### src/rtl/usb_rx_ctrl_if.sv
// RX buffer write port of the USB full-speed receive controller.
// The controller (master) flushes and fills the buffer and reads back its fill level.
interface usb_rx_ctrl_if;
   logic       flush;
   logic       store_rx_packet_data;
   logic [7:0] rx_packet_data;
   logic [6:0] buffer_occupancy;

   modport master (
      output flush,
      output store_rx_packet_data,
      output rx_packet_data,
      input  buffer_occupancy
   );

   modport slave (
      input  flush,
      input  store_rx_packet_data,
      input  rx_packet_data,
      output buffer_occupancy
   );
endinterface

### src/rtl/usb_rx_ctrl.sv
// Packet-level sequencer for the USB full-speed receive path: SYNC/PID/token/payload checks.
// Optional macro USB_RX_HANDSHAKE_EXT_EN also accepts NAK and STALL handshakes.
module usb_rx_ctrl #(
   parameter logic [6:0] DEV_ADDR  = 7'h79,
   parameter logic [3:0] DEV_ENDP  = 4'h0,
   parameter int         MAX_PKT   = 64,
   parameter int         BUF_DEPTH = 64
) (
   input  logic               clk,
   input  logic               rst,
   input  logic               byte_done,
   input  logic [7:0]         rx_byte,
   input  logic               eop_detected,
   input  logic               bits_pending,
   input  logic               crc5_ok,
   input  logic               crc16_ok,
   output logic               crc_clear,
   output logic [3:0]         rx_packet,
   output logic               rx_data_ready,
   output logic               rx_transfer_active,
   output logic               rx_error,
   usb_rx_ctrl_if.master      buf_if
);

   localparam int         PW        = $clog2(MAX_PKT + 1);
   localparam logic [7:0] SYNC_BYTE = 8'h80;

   localparam logic [3:0] PID_OUT   = 4'b0001;
   localparam logic [3:0] PID_IN    = 4'b1001;
   localparam logic [3:0] PID_DATA0 = 4'b0011;
   localparam logic [3:0] PID_DATA1 = 4'b1011;
   localparam logic [3:0] PID_ACK   = 4'b0010;
`ifdef USB_RX_HANDSHAKE_EXT_EN
   localparam logic [3:0] PID_NAK   = 4'b1010;
   localparam logic [3:0] PID_STALL = 4'b1110;
`endif

   typedef enum logic [2:0] {
      IDLE,
      PID,
      TOK1,
      TOK2,
      DATA,
      WAIT_EOP,
      ERR_WAIT
   } state_t;

   typedef struct packed {
      state_t        state;
      logic [3:0]    pid;
      logic [6:0]    addr;
      logic [3:0]    endp;
      logic [7:0]    h0;
      logic [7:0]    h1;
      logic [1:0]    hcnt;
      logic [PW-1:0] pay;
      logic [3:0]    rx_packet;
      logic          rx_data_ready;
      logic          rx_transfer_active;
      logic          rx_error;
      logic          flush;
      logic          store;
      logic [7:0]    store_data;
   } regs_t;

   regs_t r;
   regs_t n;
   logic  pid_ok;
   logic  is_token;
   logic  tok_match;
   logic  crc_clear_c;

   // NOTE: state is held only in always_ff with non-blocking (<=) assignments;
   // always_comb uses blocking (=) so the later EOP phase sees the byte phase's result.
   always_ff @(posedge clk) begin
      // NOTE: the two-byte delay line is an ordinary register, so it is cleared with
      // everything else; no stale payload byte can leak into the next packet.
      if (rst) r <= '0;
      else     r <= n;
   end

   // A byte and an EOP in the same cycle are handled in that order: the byte phase
   // updates n, then the EOP phase decides from n.
   always_comb begin
      // NOTE: every variable gets a default before any branch, so no latch is inferred.
      n                 = r;
      n.rx_data_ready   = 1'b0;
      n.flush           = 1'b0;
      n.store           = 1'b0;
      crc_clear_c       = 1'b0;
      pid_ok            = (rx_byte[7:4] == ~rx_byte[3:0]);
      is_token          = 1'b0;
      tok_match         = 1'b0;

      if (byte_done) begin
         case (r.state)
            IDLE: begin
               if (rx_byte == SYNC_BYTE) begin
                  n.state              = PID;
                  n.rx_transfer_active = 1'b1;
                  n.rx_error           = 1'b0;
                  n.rx_packet          = '0;
               end else begin
                  n.state    = ERR_WAIT;
                  n.rx_error = 1'b1;
               end
            end
            PID: begin
               n.pid = rx_byte[3:0];
               if (!pid_ok) begin
                  n.state    = ERR_WAIT;
                  n.rx_error = 1'b1;
               end else begin
                  case (rx_byte[3:0])
                     PID_OUT, PID_IN: begin
                        n.state     = TOK1;
                        crc_clear_c = 1'b1;
                     end
                     PID_DATA0, PID_DATA1: begin
                        n.state     = DATA;
                        n.flush     = 1'b1;
                        n.hcnt      = '0;
                        n.pay       = '0;
                        crc_clear_c = 1'b1;
                     end
`ifdef USB_RX_HANDSHAKE_EXT_EN
                     PID_ACK, PID_NAK, PID_STALL: begin
`else
                     PID_ACK: begin
`endif
                        n.state     = WAIT_EOP;
                        crc_clear_c = 1'b1;
                     end
                     default: begin
                        n.state    = ERR_WAIT;
                        n.rx_error = 1'b1;
                     end
                  endcase
               end
            end
            TOK1: begin
               n.addr  = rx_byte[6:0];
               n.endp  = {r.endp[3:1], rx_byte[7]};
               n.state = TOK2;
            end
            TOK2: begin
               n.endp  = {rx_byte[2:0], r.endp[0]};
               n.state = WAIT_EOP;
            end
            DATA: begin
               // The last two bytes held here are the CRC16 once EOP arrives.
               n.h0 = rx_byte;
               n.h1 = r.h0;
               if (r.hcnt == 2'd2) begin
                  if (r.pay == PW'(MAX_PKT) ||
                      buf_if.buffer_occupancy == 7'(BUF_DEPTH)) begin
                     n.state    = ERR_WAIT;
                     n.rx_error = 1'b1;
                  end else begin
                     n.store      = 1'b1;
                     n.store_data = r.h1;
                     n.pay        = r.pay + 1'b1;
                  end
               end else begin
                  n.hcnt = r.hcnt + 2'd1;
               end
            end
            WAIT_EOP: begin
               n.state    = ERR_WAIT;
               n.rx_error = 1'b1;
            end
            default: ;
         endcase
      end

      if (eop_detected) begin
         case (n.state)
            PID, TOK1, TOK2: begin
               n.state              = IDLE;
               n.rx_error           = 1'b1;
               n.rx_transfer_active = 1'b0;
            end
            WAIT_EOP: begin
               is_token  = (n.pid == PID_IN) || (n.pid == PID_OUT);
               tok_match = (n.addr == DEV_ADDR) && (n.endp == DEV_ENDP) && crc5_ok;
               if (!bits_pending && (!is_token || tok_match)) n.rx_packet = n.pid;
               else                                           n.rx_error  = 1'b1;
               n.state              = IDLE;
               n.rx_transfer_active = 1'b0;
            end
            DATA: begin
               if (n.hcnt == 2'd2 && !bits_pending && crc16_ok) begin
                  n.rx_packet     = n.pid;
                  n.rx_data_ready = 1'b1;
               end else begin
                  n.rx_error = 1'b1;
               end
               n.state              = IDLE;
               n.rx_transfer_active = 1'b0;
            end
            ERR_WAIT: begin
               n.state              = IDLE;
               n.rx_transfer_active = 1'b0;
            end
            default: ;
         endcase
      end
   end

   assign crc_clear                   = crc_clear_c & ~rst;
   assign rx_packet                   = r.rx_packet;
   assign rx_data_ready               = r.rx_data_ready;
   assign rx_transfer_active          = r.rx_transfer_active;
   assign rx_error                    = r.rx_error;
   assign buf_if.flush                = r.flush;
   assign buf_if.store_rx_packet_data = r.store;
   assign buf_if.rx_packet_data       = r.store_data;

endmodule

### src/flat_wrapper.sv
// flat-port wrapper written by rule: the top's interface ports become plain ports
module usb_rx_ctrl_flat 
#(
   parameter logic [6:0] DEV_ADDR  = 7'h79,
   parameter logic [3:0] DEV_ENDP  = 4'h0,
   parameter int         MAX_PKT   = 64,
   parameter int         BUF_DEPTH = 64
)
  (clk, rst, byte_done, rx_byte, eop_detected, bits_pending, crc5_ok, crc16_ok, crc_clear, rx_packet, rx_data_ready, rx_transfer_active, rx_error, buf_if_flush, buf_if_store_rx_packet_data, buf_if_rx_packet_data, buf_if_buffer_occupancy);
  usb_rx_ctrl_if buf_if_i ();
  input  logic clk;
  input  logic rst;
  input  logic byte_done;
  input  logic [7:0] rx_byte;
  input  logic eop_detected;
  input  logic bits_pending;
  input  logic crc5_ok;
  input  logic crc16_ok;
  output logic crc_clear;
  output logic [3:0] rx_packet;
  output logic rx_data_ready;
  output logic rx_transfer_active;
  output logic rx_error;
  output wire logic [$bits(buf_if_i.flush)-1:0] buf_if_flush;
  output wire logic [$bits(buf_if_i.store_rx_packet_data)-1:0] buf_if_store_rx_packet_data;
  output wire logic [$bits(buf_if_i.rx_packet_data)-1:0] buf_if_rx_packet_data;
  input wire logic [$bits(buf_if_i.buffer_occupancy)-1:0] buf_if_buffer_occupancy;
  assign buf_if_flush = buf_if_i.flush;
  assign buf_if_store_rx_packet_data = buf_if_i.store_rx_packet_data;
  assign buf_if_rx_packet_data = buf_if_i.rx_packet_data;
  assign buf_if_i.buffer_occupancy = buf_if_buffer_occupancy;
  usb_rx_ctrl #(.DEV_ADDR(DEV_ADDR), .DEV_ENDP(DEV_ENDP), .MAX_PKT(MAX_PKT), .BUF_DEPTH(BUF_DEPTH)) u_core (.clk(clk), .rst(rst), .byte_done(byte_done), .rx_byte(rx_byte), .eop_detected(eop_detected), .bits_pending(bits_pending), .crc5_ok(crc5_ok), .crc16_ok(crc16_ok), .crc_clear(crc_clear), .rx_packet(rx_packet), .rx_data_ready(rx_data_ready), .rx_transfer_active(rx_transfer_active), .rx_error(rx_error), .buf_if(buf_if_i));
endmodule
### config.mk
export PLATFORM = sky130hd
export DESIGN_NAME = usb_rx_ctrl_flat
export DESIGN_NICKNAME = d
export VERILOG_FILES = /design/src/rtl/usb_rx_ctrl_if.sv /design/src/rtl/usb_rx_ctrl.sv /design/src/flat_wrapper.sv
export SDC_FILE = /design/constraint.sdc
export NUM_CORES = 1
export LEC_CHECK = 0
export ABC_AREA = 1
export CORE_UTILIZATION = 55
export CTS_BUF_LIST = sky130_fd_sc_hd__clkbuf_8
export CTS_CLUSTER_DIAMETER = 150
export DETAILED_ROUTE_END_ITERATION = 7
export HOLD_SLACK_MARGIN = 0.03
export PLACE_DENSITY = 0.85
export SYNTH_ARGS = -nofsm -noshare
export SYNTH_HDL_FRONTEND = slang
export SYNTH_SLANG_ARGS = --single-unit
### constraint.sdc
create_clock -name clk -period 3.7 [get_ports clk]
set_input_delay 0.555 -clock clk [delete_from_list [all_inputs] [get_ports clk]]
set_output_delay 0.555 -clock clk [all_outputs]
set_load 0.005 [all_outputs]
After elaboration in Yosys (flattened, before gate mapping)
Index checks and enable logic that the tools add are counted.
- reductions and logical operators: 24
- equal/unequal tests: 29
- muxes and demuxes: 49
- bitwise gates (word level): 11
- add/subtract/negate cells: 2
- operator list (kind ; count):
    2-to-1 mux 47 bit ; 1
    2-to-1 mux 9 bit ; 5
    2-to-1 mux 7 bit ; 4
    == test 7 bit (second input constant) ; 3
    2-to-1 mux 1 bit ; 18
    2-to-1 mux 3 bit ; 6
    case mux 3 bit (6 select lines) ; 1
    case mux 9 bit (2 select lines) ; 1
    2-to-1 mux 16 bit ; 1
    2-to-1 mux 4 bit ; 4
    case mux 4 bit (2 select lines) ; 2
    == test 3 bit (second input constant) ; 5
    == test 3 x 2 -> 1 bit (second input constant) ; 4
    == test 4 bit (second input constant) ; 3
    2-to-1 mux 12 bit ; 1
    NOT 1 bit ; 9
    case mux 3 bit (3 select lines) ; 1
    == test 4 x 1 -> 1 bit (second input constant) ; 2
    == test 4 x 2 -> 1 bit (second input constant) ; 2
    == test 8 bit (second input constant) ; 1
    OR reduction 4 bit ; 2
    adder 7 x 1 -> 7 bit (second input constant) ; 1
    == test 3 x 1 -> 1 bit (second input constant) ; 2
    AND reduction 6 bit ; 1
    23 further kinds ; 35
- bits in registers: 60

Depth between registers and ports, before layout
Gate-level depths: netlist of the first run.
- word-level depth: 14
- gate-level depth with buffers: 17
- depth with buffers taken out: 16

Worst setup path before layout of the first run
No wires, ideal clock.
- path kind: input port to output port
- start point: in rx_byte[2]
- end point: out crc_clear
- path buffers: 0
- setup slack: 1.809 ns
- required time: 3.145 ns
- data arrival time: 1.336 ns
- stages on the path: 7
- cells stage by stage: inv_1 nand2_1 a21oi_1 nand2_1 inv_1 o21ai_0 nor3_1
- longest elaborated chain between the ends: 7
- RTL lines (item ; RTL line ; text):
    start, declared ; flat_wrapper.sv:14 ; input logic [7:0] rx_byte;
    == test 4 x 1 -> 1 bit, or another cell as far along ; usb_rx_ctrl.sv:114 ; case (rx_byte[3:0])
    OR reduction 5 bit (no source line) ; n/a ;
    2-to-1 mux 1 bit ; usb_rx_ctrl.sv:114 ;
    2-to-1 mux 1 bit * ; usb_rx_ctrl.sv:110 ; if (!pid_ok) begin
    2-to-1 mux 1 bit * ; usb_rx_ctrl.sv:96 ; case (r.state)
    2-to-1 mux 1 bit * ; usb_rx_ctrl.sv:95 ; if (byte_done) begin
    bitwise AND 1 bit * ; usb_rx_ctrl.sv:210 ; assign crc_clear = crc_clear_c & ~rst;
    end, declared ; flat_wrapper.sv:19 ; output logic crc_clear;
Every way passes the cells marked *; elsewhere a longest branch is shown, timed or not.

Worst setup path after layout of the first run
Same ends and word-level chain as after synthesis.

==> results of run 1 <==
worst max-delay path by stage:
stage	from	endpoint	slack, ns	depth (start not counted)
floorplan	rx_byte[2]	crc_clear	1.81	7
finish	rx_byte[2]	crc_clear	0.55	9
global placement	rx_byte[1]	crc_clear	0.60	10
detailed placement	rx_byte[1]	crc_clear	0.55	10
CTS	rx_byte[1]	crc_clear	0.55	10
global route	rx_byte[2]	crc_clear	0.34	9
registers in the layout, indices dropped and copies added (netlist names):
register / count
u_core.buf_if.rx_packet_data: 8
u_core.rx_data_ready: 1
u_core.buf_if.store_rx_packet_data: 1
u_core.rx_packet: 4
u_core.rx_transfer_active: 1
u_core.rx_error: 1
u_core.buf_if.flush: 1
u_core.r: 43
cell families after synthesis:
group,Yosys count,share of synthesized area (%)
buffers and inverters,92,13.5
xor gates and xnor gates,1,0.292
adders and majority gates,4,1.67
DFF,60,40.0
AOI/OAI and AO/OA,70,12.0
and+or+nand+nor,224,32.5
cells in the final DEF, fill, tap and decap left out, drive strengths merged, types with 4 or more instances in the layout:
master,count
nor2,61
nor3,7
dfxtp,60
inv,69
ha,4
o21ai,30
a21oi,35
nand2,111
nand3,39
clkdlybuf4s50,39
clkbuf,10
Yosys cell counts, drive strengths merged:
library cell    n  area, sq um
a211oi          2         15.0
or2             2         12.5
dfxtp          60         1200
nand2         111          437
inv            67          251
nor2           61          251
ha              4         50.1
a21oi          35          175
clkbuf          8         30.0
o21ai          30          150
nor3            7         35.0
nor4            1         6.26
nor3b           1         12.5
o22ai           1         6.26
a21boi          1         7.51
nand4           2         12.5
o21a            1         7.51
buf            15          114
xor2            1         8.76
clkinv          2         8.75
nand3          39          210
area by class of cell:
class	count	area, sq um
Inverter	69	260
Clock buffer	10	138
Tap cell	70	87.6
Multi-Input combinational cell	299	1400
Timing Repair Buffer	41	405
Fill cell	443	1600
Sequential cell	60	1200
Clock inverter	6	87.6
power by group:
group / internal (mW) / leakage (nW) / switching (mW)
Combinational: 0.0686 / 1.04 / 0.115
Sequential: 0.665 / 0.485 / 0.0115
Clock: 0.397 / 0.110 / 0.269
Total: 1.13 / 1.63 / 0.396
per-layer routing:
metal | vias to the layer above | global-route usage, %
met5 | - | 0
met4 | 0 | 10.5
met3 | 10 | 5.95
met2 | 85 | 37.9
met1 | 1216 | 33.1
li1 | 1463 | -
worst max-delay path, cell delays in order:
cell and delay, ns:
sky130_fd_sc_hd__clkdlybuf4s50_1 0.49, sky130_fd_sc_hd__inv_1 0.19, sky130_fd_sc_hd__nand2_1 0.07, sky130_fd_sc_hd__a21oi_1 0.21, sky130_fd_sc_hd__nand2_1 0.12, sky130_fd_sc_hd__inv_1 0.09, sky130_fd_sc_hd__o21ai_0 0.12, sky130_fd_sc_hd__nor3_1 0.21
sky130_fd_sc_hd__clkdlybuf4s50_1 0.54
==> metrics.md, run 1 <==
| Metric | Value |
|---|---|
| Post-synthesis register bit count | `60` |
| DR WL/cell | `11.6 um` |
| Width of the die | `75.9 um` |
| Critical R2R Capture | `u_core.rx_packet[0]` |
| CTS tree | `yes` |
| DRC violations left | `0` |
| Worst IR Drop VDD | `0.304 mV` |
| Number of H-tree levels | `3` |
| Cell at the root of the clock tree | `sky130_fd_sc_hd__clkbuf_8` |
| # placed instances | `539` |
| Min Clock Period, post-route | `3.15 ns` |
| Vias in the first global route | `2,336` |
| Detailed Routing Iterations Pass 1 | `5` |
| Core Footprint | `0.00517 sq mm` |
| Layout Utilization | `69.2%` |
| Post-Synthesis Cells | `451` |
| Count of final setup violators | `0` |
| Fin nets | `506` |
| Antenna violations before repair | `0` |
| Data required time of the worst path | `3.14 ns` |
| WL met3 | `358 um` |
| Global-route wire length before repair | `10,500 um` |
| Number of ports placed on the die boundary | `40` |
| Setup TNS | `0 ns` |
| PD cells | `427 mW/mm^2` |
| Met1 wire length | `3020 um` |
| Worst slew margin relative to its limit | `51.9%` |
| Hold Crit Start | `u_core.rx_transfer_active` |
| Layout cell share with drive strength beyond 1 | `8.04%` |
| Total CTS buffers | `9` |
| Global Route Usage Sum | `24.7%` |
| Kind of critical path | `in -> out` |
| Crit path capture type | `primary output` |
| Yosys synthesis warning count | `0` |
| Tightest hold margin | `0.450 ns` |
| Initial drt markers | `194` |
| Number of buffer cells added on primary ports | `39` |
| Maximum number of pins on one net before global-route repair | `31` |
| Non-Filler Cell Area, Final | `0.00358 sq mm` |
| Global placer's final weighted congestion | `0.987` |
| Skew-Pair Late Insertion Delay | `0.34 ns` |
| # clock sinks | `60` |
| Placed inst area | `0.00335 sq mm` |
| Synth-to-Final Area Change | `19.1%` |
| Flop2flop setup slack | `1.33 ns` |
| Grt ovf | `0` |
| Total met2 wirelength after detailed routing | `2970 um` |
| Nets in the synthesized netlist | `477` |
| Critical Path Start Type | `primary input` |
| Synthesized area | `0.00300 sq mm` |
| Ant. Diodes | `0` |
| Fin crit share | `85.2%` |
| Starting density of the core | `58.1%` |
| Post-cts sizing count | `0` |
| Die area | `0.00576 sq mm` |
| Share of synthesized area occupied by flip-flops and latches | `40.0%` |
| Non-filler cells in the finished layout | `555` |
| Highest layer used for signal routing | `met4` |
| Power, Total | `1.53 mW` |
| Arrival @ worst endpoint | `2.60 ns` |
| Number of buffers on the longest clock path | `2` |
| Dpl hpwl | `4720 um` |
| Hold-fix buffers at CTS | `0` |
| Highest attainable clock frequency | `317 MHz` |
| Status | `finished, final reports clean` |
| Final worst clock skew | `0.0120 ns` |
| Reg2Reg Depth | `12` |
| Aggregate routed wire length | `6450 um` |
| WHS Path Cells | `2` |
| Setup repair after global routing missed its margin | `false` |
| Via/cell ratio | `5.00` |
| Worst path setup slack after routing | `0.549 ns` |
| Remaining number of nets flagged by the antenna check after routing | `0` |
| Mean instance size in the synthesized netlist | `6.66 sq um` |
| Die outline height | `75.9 um` |
| Number of standard-cell rows in the floorplan | `26` |
| Max Transition Viols Final | `0` |
| Min-Delay Path Class | `reg -> reg` |
| Crit-path max FO | `6` |
| End of the worst hold path | `u_core.rx_transfer_active` |
| Origin of the critical flop-to-flop path | `u_core.r[59]` |
| Total of max-cap violations | `0` |
| Overall via count from detail_route | `2,774` |
| Number of buffers inserted by post-CTS setup repair | `0` |
| Slew @ Worst Pin | `0.721 ns` |
| CTS clock-pin slew for the worst setup and hold paths | `0.06 ns` |
| Number of hold violations in the final report | `0` |
| Lkg Pwr | `1.63 nW` |
| Unique cell type count in the Yosys netlist | `32` |
| Placement-stage worst setup slack | `0.551 ns` |
Power figures use the tool's default switching activity.
==> run 2: changes to the inputs <==
--- a/config.mk
+++ b/config.mk
@@ -8,7 +8,7 @@
 export ABC_AREA = 1
 export CORE_UTILIZATION = 55
 export CTS_BUF_LIST = sky130_fd_sc_hd__clkbuf_8
-export CTS_CLUSTER_DIAMETER = 150
+export CTS_CLUSTER_DIAMETER = 100
 export DETAILED_ROUTE_END_ITERATION = 7
 export HOLD_SLACK_MARGIN = 0.03
 export PLACE_DENSITY = 0.85
==> results of run 2 <==
No change in the layout: final DEF, timing and power equal those of run 1.
==> run 3: changes to the inputs <==
--- a/config.mk
+++ b/config.mk
@@ -12,6 +12,7 @@
 export DETAILED_ROUTE_END_ITERATION = 7
 export HOLD_SLACK_MARGIN = 0.03
 export PLACE_DENSITY = 0.85
+export SLEW_MARGIN = 20
 export SYNTH_ARGS = -nofsm -noshare
 export SYNTH_HDL_FRONTEND = slang
 export SYNTH_SLANG_ARGS = --single-unit
==> results of run 3 <==
No change in the layout: final DEF, timing and power equal those of run 1.
